**src/rtl/alu_stream_engine.sv**
```systemverilog
// Handshaked byte-stream front end for the 8-bit ALU.
// Takes A then B+opcode beats and queues {op,F} results in a small FIFO.
module alu_stream_engine #(
    parameter int DEPTH = 4,
    parameter int CNT_W = 16
) (
    input  logic             clk,
    input  logic             rst_n,
    input  logic             clr,
    input  logic             in_valid,
    output logic             in_ready,
    input  logic [7:0]       in_data,
    input  logic [3:0]       in_op,
    output logic             out_valid,
    input  logic             out_ready,
    output logic [7:0]       out_data,
    output logic [3:0]       out_op,
    output logic [CNT_W-1:0] res_cnt
);

    localparam int AW = $clog2(DEPTH);
    localparam int CW = AW + 1;

    typedef enum logic {
        WAIT_A,
        WAIT_B
    } state_e;

    state_e           state_q, state_d;
    logic [7:0]       a_q, a_d;
    logic [11:0]      mem_q [DEPTH];
    logic [AW-1:0]    wr_q, rd_q;
    logic [CW-1:0]    cnt_q;
    logic [CNT_W-1:0] res_q;

    logic             hs, push, pop;
    logic [7:0]       f;
    logic [2:0]       sh;
    logic [15:0]      rol_w, ror_w, mul_w;

    assign in_ready  = rst_n & ~clr & (cnt_q < CW'(DEPTH));
    assign hs        = in_valid & in_ready;
    assign push      = hs & (state_q == WAIT_B);
    assign out_valid = (cnt_q != '0);
    assign pop       = out_valid & out_ready & ~clr;
    assign out_data  = out_valid ? mem_q[rd_q][7:0] : 8'h00;
    assign out_op    = out_valid ? mem_q[rd_q][11:8] : 4'h0;
    assign res_cnt   = res_q;

    always_comb begin
        state_d = state_q;
        a_d     = a_q;
        if (clr) begin
            state_d = WAIT_A;
        end else if (hs) begin
            unique case (state_q)
                WAIT_A: begin
                    a_d     = in_data;
                    state_d = WAIT_B;
                end
                WAIT_B: state_d = WAIT_A;
                default: state_d = WAIT_A;
            endcase
        end
    end

    // Rotates come from the upper/lower half of a doubled operand.
    assign sh    = in_data[2:0];
    assign rol_w = {a_q, a_q} << sh;
    assign ror_w = {a_q, a_q} >> sh;
    assign mul_w = {8'h00, a_q} * {8'h00, in_data};

    always_comb begin
        f = 8'h00;
        unique case (in_op)
            4'h0: f = a_q + in_data;
            4'h1: f = a_q - in_data;
            4'h2: f = a_q & in_data;
            4'h3: f = a_q | in_data;
            4'h4: f = a_q ^ in_data;
            4'h5: f = ~a_q;
            4'h6: f = a_q << sh;
            4'h7: f = a_q >> sh;
            4'h8: f = $signed(a_q) >>> sh;
            4'h9: f = rol_w[15:8];
            4'ha: f = ror_w[7:0];
            4'hb: f = (a_q == in_data) ? 8'h01 : 8'h00;
            4'hc: f = (a_q < in_data) ? 8'h01 : 8'h00;
            4'hd: f = mul_w[7:0];
            4'he: f = a_q;
            4'hf: f = in_data;
            default: f = 8'h00;
        endcase
    end

    always_ff @(posedge clk or negedge rst_n) begin
        if (!rst_n) begin
            state_q <= WAIT_A;
            a_q     <= 8'h00;
        end else begin
            state_q <= state_d;
            a_q     <= a_d;
        end
    end

    always_ff @(posedge clk) begin
        if (push) begin
            mem_q[wr_q] <= {in_op, f};
        end
    end

    always_ff @(posedge clk or negedge rst_n) begin
        if (!rst_n) begin
            wr_q  <= '0;
            rd_q  <= '0;
            cnt_q <= '0;
            res_q <= '0;
        end else if (clr) begin
            wr_q  <= '0;
            rd_q  <= '0;
            cnt_q <= '0;
            res_q <= '0;
        end else begin
            if (push) begin
                wr_q  <= wr_q + 1'b1;
                res_q <= res_q + 1'b1;
            end
            if (pop) begin
                rd_q <= rd_q + 1'b1;
            end
            cnt_q <= cnt_q + CW'(push) - CW'(pop);
        end
    end

endmodule

```
**config.mk**
```make
export PLATFORM = sky130hd
export DESIGN_NAME = alu_stream_engine
export DESIGN_NICKNAME = d
export VERILOG_FILES = /design/src/rtl/alu_stream_engine.sv
export SDC_FILE = /design/constraint.sdc
export NUM_CORES = 1
export LEC_CHECK = 0
export CELL_PAD_IN_SITES_DETAIL_PLACEMENT = 2
export CELL_PAD_IN_SITES_GLOBAL_PLACEMENT = 2
export CORE_UTILIZATION = 35
export CTS_CLUSTER_SIZE = 20
export DETAILED_ROUTE_END_ITERATION = 8
export HOLD_SLACK_MARGIN = 0.12
export PLACE_DENSITY_LB_ADDON = 0.1
export REMOVE_ABC_BUFFERS = 1
export SLEW_MARGIN = 20
export SYNTH_ARGS = -nofsm -noshare
export SYNTH_HDL_FRONTEND = slang
export SYNTH_SLANG_ARGS = --single-unit
```
**constraint.sdc**
```tcl
create_clock -name clk -period 4.95 [get_ports clk]
set_clock_uncertainty 0.2 [all_clocks]
set_input_delay 0.495 -clock clk [delete_from_list [all_inputs] [get_ports clk]]
set_output_delay 0.495 -clock clk [all_outputs]
set_load 0.02 [all_outputs]
```
==> impl_results.md <==
* Status: finished, violations left
* Failing checks: DRC
* PortBufs at 46
* Area share of and/or/nand/nor cells after synthesis at 16.24%
* Critical Path Sink Type: flip-flop
* Inserted Clock Buffers at 9
* LEAKAGE at 3.188 nW
* Die Y at around 140 um
* DR iter-0 viols at ~420
* Slew HR at between 30% and 40%
* Max Clock Freq at slightly above 200 MHz
* Post-layout minimum cycle time at just under 5000 ps
* Most area-consuming cells after synthesis: edfxtp_1 (22%), dfrtp_1 (12%), ha_1 (9.2%)
* Syn-to-layout area delta at 21.45%
* Worst-Margin Slew at about 900 ps
* Clock tree sinks at 80
* Post-Syn Area at 6516 sq um
* Final wirelength at between 20000 and 25000 um
* Fin Setup TNS at 0 ps
* Post-Syn Instances at roughly 680
* Global placement routability congestion at between 0.9 and 1
* Fin. Hold Viols at 0
* FP Rows at between 40 and 50
* Ports at between 40 and 50
* Drt first pass iters at 7
* Max Slew Vio Count at 0
* Post-Synth Adder-Cell Area at 13.82%
* Area of the core at between 15000 and 20000 sq um
* Period utilisation layout at 97.13%
* CTS tree: yes
* DR DRC count at 8
* Die width at between 100 and 150 um
* Pre-CTS setup slack at -721.7 ps
* Wire per inst at 24.68 um
* GR Overflow Total at 0
* First-pass GRT wire length at between 30000 and 40000 um
* Main combinational cell family by area after synthesis: simple AND/OR/NAND/NOR gates
* Seq/Total Area, Yosys at roughly a third
* Post-synth EDFFs at 48
* Number of global-route vias before repair at about 6200
* Final worst slack at 142.1 ps
* Compound-gate portion of the synthesized area at ~16%
* VDD IR max at 0.0002520 V
* NumNets Final at 833
* Final ANT Viol Nets at 0
* R2R setup slack at roughly 140 ps
* Most frequent cells in the layout: nor2_1 (65), nand2_1 (57), inv_1 (54)
* MaxCap Viol Count at 0
* Most common cell after layout, fill and taps aside: nor2_1
* Pin count of the biggest net entering global routing at 33
* Worst-Skew Late Latency at about 340 ps
* Initial antenna violation count at 0
* Post-synthesis mux area share at slightly below 8%
* H-tree levels at 3
* Post-synthesis cell type count at 80
* Leading area contributor after synthesis: edfxtp_1
* Total Power at between 3 and 4 mW
* CP Data Arrival Time at approximately 4700 ps
* Layout cells sized above 1 at roughly 16%
* Yosys reg bits at 80
* Worst Path Required at just under 5000 ps
* Starting Density at around 36%
* Clock slew at reported path FFs at approximately 60 ps
* Vias per inst at 5.712
* Die area at between 15000 and 20000 sq um
* Vias at roughly 5600
* Hold-fix buffers, CTS at 0
* CP Max Fanout at 5
* # diodes at 0
* Main synth FF type: edfxtp_1
* Fillcell total at roughly 1900
* Final Non-Filler Cells at 987
* Post-synth ARST share at between 40% and 50%
* Inst Count DP at 971
* WS Path Type: reg2reg
* PwrDens at ~500 nW/um^2
* Synth warnings at 0
* Worst hold path type: reg2reg
* DP HPWL at between 15000 and 20000 um
* Clock Tree Buf Depth at 2
* Synth top area share at about 22%
* Synth Area in XOR/XNOR at under 10%
* WHS at between 300 and 400 ps
* Root Buffer: clkbuf_16
* Total GRT Usage at a little over a quarter
* Setup-failing EPs final at 0
* Post-CTS Setup Bufs at 0
* CP startpoint kind: flip-flop
* Avg Inst Size Synth at about 9.5 sq um
==> synth_stat cells, types with 13 or more instances <==
library cell	count
ha_1	48
fa_1	15
clkbuf_1	18
inv_1	57
nand2b_1	13
mux2i_1	13
buf_2	14
and2_1	17
a21oi_1	41
nor2_1	68
edfxtp_1	48
nand2_1	58
xor2_1	15
dfrtp_1	32
o21ai_0	36
mux4_2	13
xnor2_1	17
==> critical path, stage by stage, from the launching register on <==
cell and delay, ps:
dfrtp_1 450, buf_4 200, nand2_1 110, fa_2 400, inv_2 70, fa_1 390
ha_1 280, inv_1 50, fa_1 540, inv_1 80, ha_4 230, a21o_1 180
a21oi_4 120, xnor3_1 250, xnor3_2 430, a211o_1 320, o2bb2ai_2 170, a211oi_4 70
==> sequential cells by signal (all words and copies together) (netlist names) <==
name and flops:
wr_q 2, rd_q 2, state_q 1, a_q 8, mem_q 48, cnt_q 3
res_cnt 16
==> metrics by stage <==
stage                     cell area [sq um]  util [%]
after global routing                   7914     43.76
after detailed placement               7456     41.22
after global placement                 7456     41.22
after CTS                              7853     43.42
final                                  7914     43.76
after floorplan                        6311         -
==> final cells by class <==
type / instances / area (sq um) / area share (%)
Sequential cell: 80 / 2243 / 28.35
Clock inverter: 2 / 38.79 / 0.4901
Multi-Input combinational cell: 504 / 3951 / 49.93
Inverter: 59 / 224.0 / 2.830
Timing Repair Buffer: 99 / 862.1 / 10.89
Clock buffer: 14 / 307.8 / 3.889
Tap cell: 229 / 286.5 / 3.621
==> final timing paths <==
check | startpoint | end | cells past startpoint
setup / recovery | a_q[1] | mem_q[2][7] | 17
hold / removal | res_cnt[15] | res_cnt[15] | 2
setup reg to reg | a_q[1] | mem_q[2][7] | 17
hold reg to reg | res_cnt[15] | res_cnt[15] | 2
max in group asynchronous | rst_n | a_q[2] | 2
min in group asynchronous | rst_n | res_cnt[6] | 2
==> report_power, final <==
part | switching (mW) | total [mW] | internal (mW) | leakage [nW]
registers | 0.0861 | 0.862 | 0.776 | 0.866
logic | 1.28 | 2.25 | 0.965 | 2.15
clock network | 0.276 | 0.761 | 0.485 | 0.169
==> repair_timing <==
action | CTS | global route
hold endpoints to repair | 0 | 0
gates resized for setup | 16 | 13
setup endpoints to repair | 8 | 8
pin swaps | 6 | 12
cloned | 0 | 0
==> cells by family (layout without fill, tap and decap cells) <==
logic type	count (synthesis)	after routing
compound gates	158	158
simple gates	215	215
fa+ha+maj	63	63
xor+xnor	35	35
buf+inv	100	174
flops	80	80
mux	33	33
==> per-layer routing <==
metal  routed length [um]  global-route usage, %
met1                10540                  32.77
met2                12290                  46.30
met3                  610                  2.425
met4                  919                  10.82
met5                    0                      0
Note: power is estimated with default switching activity, not from simulation.
==> RTL edit 1, RTL diff (config.mk and constraints unchanged) <==
Put one more register stage on the output `res_cnt`, cleared by the reset. The value now appears one clock later. The other outputs are not delayed to match.
--- a/src/rtl/alu_stream_engine.sv
+++ b/src/rtl/alu_stream_engine.sv
@@ -46,5 +46,11 @@
     assign out_data  = out_valid ? mem_q[rd_q][7:0] : 8'h00;
     assign out_op    = out_valid ? mem_q[rd_q][11:8] : 4'h0;
-    assign res_cnt   = res_q;
+    always_ff @(posedge clk or negedge rst_n) begin
+        if (!rst_n) begin
+            res_cnt <= '0;
+        end else begin
+            res_cnt <= res_q;
+        end
+    end
 
     always_comb begin
Formal check against the unedited RTL: not equivalent (Yosys sat finds a counterexample within 4 cycles, from zero or initial values and one cycle with rst_n low).
==> RTL edit 1 against the original RTL <==
  * Non-clock buffer count decreased by 3
  * Area after synthesis increased by 5.8%
  * Total power decreased by 6.2%
  * Worst setup slack improved by 0.071 ns
  * Routed wire length decreased by 0.54%
  * Via count increased by 2.7%
  * Sequential share of layout area increased by 4.0 points
  * Core utilization decreased by 0.76 points
  * Design area increased by 3.3%
  * Sequential cell count increased by 16
  * Global-route usage decreased by 1.1 points
  * Sequential power increased by 15%
  * Critical endpoint is now mem_q[0][6]$_DFFE_PP_
  * Largest power group unchanged
==> RTL edit 1: results (changes against the original RTL) <==
routing:
  route.met3.wl_um: 905  # +48%
  vias: 5792  # +2.7%
  wl_mm: 24.2  # -0.54%
  drt-pass1-iter-count: 5  # -2
  drt_iter0_drc: 357  # -15%
  met1_length_mm: 10.7  # +2.0%
logic_synthesis:
  syn_inst: 706  # +3.2%
  async_flop_share: 0.500  # +0.100
  ys_types: 69  # -14%
  seq_area_frac_synth: 0.383  # +0.0393
  ys_top_cells_by_area: "edfxtp_1 21%, dfrtp_1 17%, ha_1 8.7%"
layout:
  nets: 847  # +1.7%
  drive_above_1_share: 0.132  # -0.0315
  fillers: 2065  # +7.7%
global_route:
  grt_max_degree: 49  # +48%
  grt_usage: 0.251  # -0.0110
  grt_pass1_vias: 6336  # +2.2%
  met1_usage: 0.320  # -0.00721
  use_met2: 0.430  # -0.0332
  met3_usage: 0.0363  # +0.0121
  grt_pass1_wl_mm: 37.6  # -0.33%
worst_setup_path:
  cp_max_fo: 4  # -1
  critPathSlowestCell: "clkdlybuf4s50_1"
  critPathMaxStageDelay_ns: 0.55
  r2r-start: "a_q[2]$_DFFE_PN0P_"
  crit_arrival_ns: 4.72  # +0.04 ns
  crit_start: "in_data[4]"
run_status:
  status: "complete, no violations"
worst_hold_path:
  hp-start: "res_q[15]$_DFFE_PN0P_"
pwr:
  p_switching_mw: 1.51  # -8.3%
  powerClk_mw: 0.713  # -6.3%
  ir_drop_mv: 0.194  # -23%
  combPwrFrac: 0.530  # -0.051
  power.leakage_nw: 3.37  # +5.8%
  power.density_nw_per_um2: 444  # -9.2%
cts:
  hold_buffers: 1  # +1
  cts_resized: 3  # -13
placement:
  dp_hpwl_mm: 18.4  # -3.3%
  place_area_um2: 7840  # +5.2%
  gp_congestion: 0.913  # -0.33%
sta:
  max-slew-margin-rel: 0.419  # +0.0258
RTL edit 1: logic make-up (layout without fill, tap and decap cells):
group           after synthesis  in the layout  share of synthesized area
compound gates              149            149                      0.140
buf+inv                     101            167                     0.0590
simple gates                221            221                      0.157
mux                          36             36                     0.0782
xor+xnor                     40             40                     0.0508
flops                        96             96                      0.383
fa+ha+maj                    63             63                      0.131
RTL edit 1: path summary, 6_finish.rpt:
| kind | end | slack [ns] | cells after the start |
|---|---|---|---|
| min | res_cnt[15]$_DFF_PN0_ | 0.21 | 0 |
| max reg2reg | mem_q[0][6]$_DFFE_PP_ | 0.34 | 16 |
| max in group asynchronous | a_q[0]$_DFFE_PN0P_ | 3.52 | 3 |
| min in group asynchronous | res_cnt[13]$_DFF_PN0_ | 0.61 | 3 |
| max | mem_q[0][6]$_DFFE_PP_ | 0.21 | 17 |
| min reg2reg | res_cnt[15]$_DFF_PN0_ | 0.21 | 0 |
RTL edit 1: final cells by class:
cell class              count  area (um^2)  share of cell area
inverters                  55          206              0.0252
well taps                 260          325              0.0398
multi-input cells         509         3870               0.473
clock inverters             7         73.8             0.00903
clock buffers               9          225              0.0275
flip-flops and latches     96         2640               0.323
repair buffers             96          835               0.102
RTL edit 1: critical path, delay by kind of cell:
kind	cells	cell delay (ns)
simple gates	2	0.30
buf+inv	5	0.91
xor+xnor	1	0.14
compound gates	4	0.93
fa+ha+maj	5	1.93
RTL edit 1: stage by stage:
step           std cells  setup TNS (ns)  setup slack, ns
2_1_floorplan        660               0            0.591
4_1_cts             1032               0           0.0123
3_3_place_gp        1015           -2.98           -0.224
6_report            1032               0            0.213
3_5_place_dp        1015           -6.11           -0.500
5_1_grt             1032               0           0.0199
==> RTL edit 2, RTL diff (config.mk and constraints unchanged) <==
Without the edit above. Change the parameter `CNT_W` from 16 to 32.
--- a/src/rtl/alu_stream_engine.sv
+++ b/src/rtl/alu_stream_engine.sv
@@ -3,5 +3,5 @@
 module alu_stream_engine #(
     parameter int DEPTH = 4,
-    parameter int CNT_W = 16
+    parameter int CNT_W = 32
 ) (
     input  logic             clk,
Interface: changed (resized res_cnt); port bits go from 47 to 63. The function was not compared with the original's and may differ.
==> RTL edit 2 against the original RTL <==
  * Sequential cell count grew 16
  * Routed wire length up 4.8%
  * Combinational power fell by 19%
  * Fmax rose by 2.5%
  * Die area rose by 11%
  * Design area rose by 9.4%
  * Final cell count grew 14%
  * Core utilization fell by 1.1 points
  * Area after synthesis grew 11%
  * Worst setup slack better by 0.12 ns
  * Total power is 9.1% lower
  * Sequential power grew 16%
  * Global-route usage is 0.84 points lower
  * Largest power group unchanged
  * Highest routed layer unchanged
==> RTL edit 2: results (changes against the original RTL) <==
run_status:
  status: "complete, no violations"
pwr:
  power.leakage_nw: 3.52  # +11%
  ir_drop_mv: 0.207  # -18%
routing:
  vias: 6172  # +9.5%
  wl_mm: 25.5  # +4.8%
  drt-pass1-iter-count: 4  # -3
  drt_iter0_drc: 378  # -9.8%
worst_setup_path:
  critPathSlowestCell: "dfrtp_1"
  critPathMaxStageDelay_ns: 0.63  # +0.09 ns
  r2r-start: "a_q[2]$_DFFE_PN0P_"
  rr_worst_depth: 17  # unchanged
  crit_end: "mem_q[0][5]$_DFFE_PP_"
  cp_max_fo: 8  # +3
  crit_arrival_ns: 4.57  # -0.11 ns
  rrSetupSlack_ns: 0.26  # +0.12 ns
layout:
  fillers: 2267  # +18%
  nets: 933  # +12%
  drive_above_1_share: 0.103  # -0.0610
logic_synthesis:
  synth_edf_count: 48  # unchanged
  synth_commonest_cells: "93 x nor2_1, 66 x nand2_1, 57 x inv_1"
  async_flop_share: 0.500  # +0.100
  syn_inst: 776  # +13%
  ys_types: 63  # -21%
  ys.flop_type: "edfxtp_1"
  ys_top_cells_by_area: "edfxtp_1 20%, dfrtp_1 17%, ha_1 8.3%"
  ys_warn_count: 0  # unchanged
  seq_area_frac_synth: 0.365  # +0.0205
sta:
  max-slew-margin-rel: 0.417  # +0.0238
  fmax_mhz: 213  # +2.5%
placement:
  io_buffers: 62  # +35%
  gp_congestion: 0.905  # -1.2%
  place_area_um2: 8360  # +12%
  dpl.cell_count: 1111  # +14%
  dpl_worst_slack_ns: -0.0941  # +0.628 ns
  dp_hpwl_mm: 19.9  # +4.8%
cts:
  htree_levels: 3  # unchanged
  path_clk_slew_ns: 0.08  # +0.02 ns
  cts_made_buffers: 9  # unchanged
  clk_latency_ns: 0.36  # +0.02 ns
global_route:
  grt_pass1_vias: 6877  # +11%
  grt_max_degree: 49  # +48%
  grt_pass1_wl_mm: 41.2  # +9.1%
  grt_usage: 0.254  # -0.00836
worst_hold_path:
  hp-start: "res_cnt[11]$_DFFE_PN0P_"
  min_to: "res_cnt[11]$_DFFE_PN0P_"
-- RTL edit 2: changes by cell type after synthesis, moves of 11 or more --
cell	before	now
dfrtp_1	32	48
and3_1	1	14
nor2_1	68	93
xor2_1	15	26
xnor2_1	17	31
nand3_1	10	31
-- RTL edit 2: what timing repair did --
action / in CTS / in global routing
hold endpoints to repair: 1 / 0
resized for setup: 0 / 0
hold buffers: 1 / 0
-- RTL edit 2: cell families after synthesis --
family | share of synthesized area
flip-flops | 0.365
multiplexers | 0.0699
adder cells (fa/ha/maj) | 0.124
buffers and inverters | 0.0568
AO/OA/AOI/OAI | 0.122
XOR/XNOR | 0.0689
AND/OR/NAND/NOR | 0.194
-- RTL edit 2: routing by layer --
| metal | up-vias | share of wire | routed length, um | GRT usage |
|---|---|---|---|---|
| li1 | 2854 | - | - | - |
| met1 | 3173 | 0.45 | 11500 | 0.328 |
| met2 | 101 | 0.49 | 12600 | 0.435 |
| met3 | 44 | 0.025 | 629 | 0.0307 |
| met4 | 0 | 0.033 | 847 | 0.0911 |
| met5 | - | 0 | 0 | 0 |
-- RTL edit 2: layout make-up --
class | instances | area, um^2 | share of cell area
clock inverters | 7 | 63.8 | 0.00737
repair buffers | 107 | 956 | 0.110
flip-flops and latches | 96 | 2640 | 0.305
multi-input cells | 577 | 4200 | 0.485
clock buffers | 9 | 225 | 0.0260
well taps | 270 | 338 | 0.0390
inverters | 62 | 233 | 0.0269
-- RTL edit 2: power breakdown --
part	total (mW)	switching, mW	internal (mW)
clock	0.705	0.352	0.352
sequential	0.997	0.0982	0.899
combinational	1.82	1.05	0.772
-- RTL edit 2: metrics by stage --
stage | utilization | hold slack (ns)
after floorplan | - | -0.000591
after global placement | 0.411 | 0.322
after detailed placement | 0.412 | 0.358
after CTS | 0.426 | 0.373
after global routing | 0.426 | 0.388
final | 0.426 | 0.366
-- RTL edit 2: worst max-delay path, delay by kind of cell (launching register included) --
family / cells / cell delay [ns]
AOI/OAI and AO/OA: 3 / 0.54
xor gates and xnor gates: 1 / 0.20
adders and majority gates: 6 / 2.16
buffers and inverters: 4 / 0.19
DFF: 1 / 0.63
and+or+nand+nor: 3 / 0.48
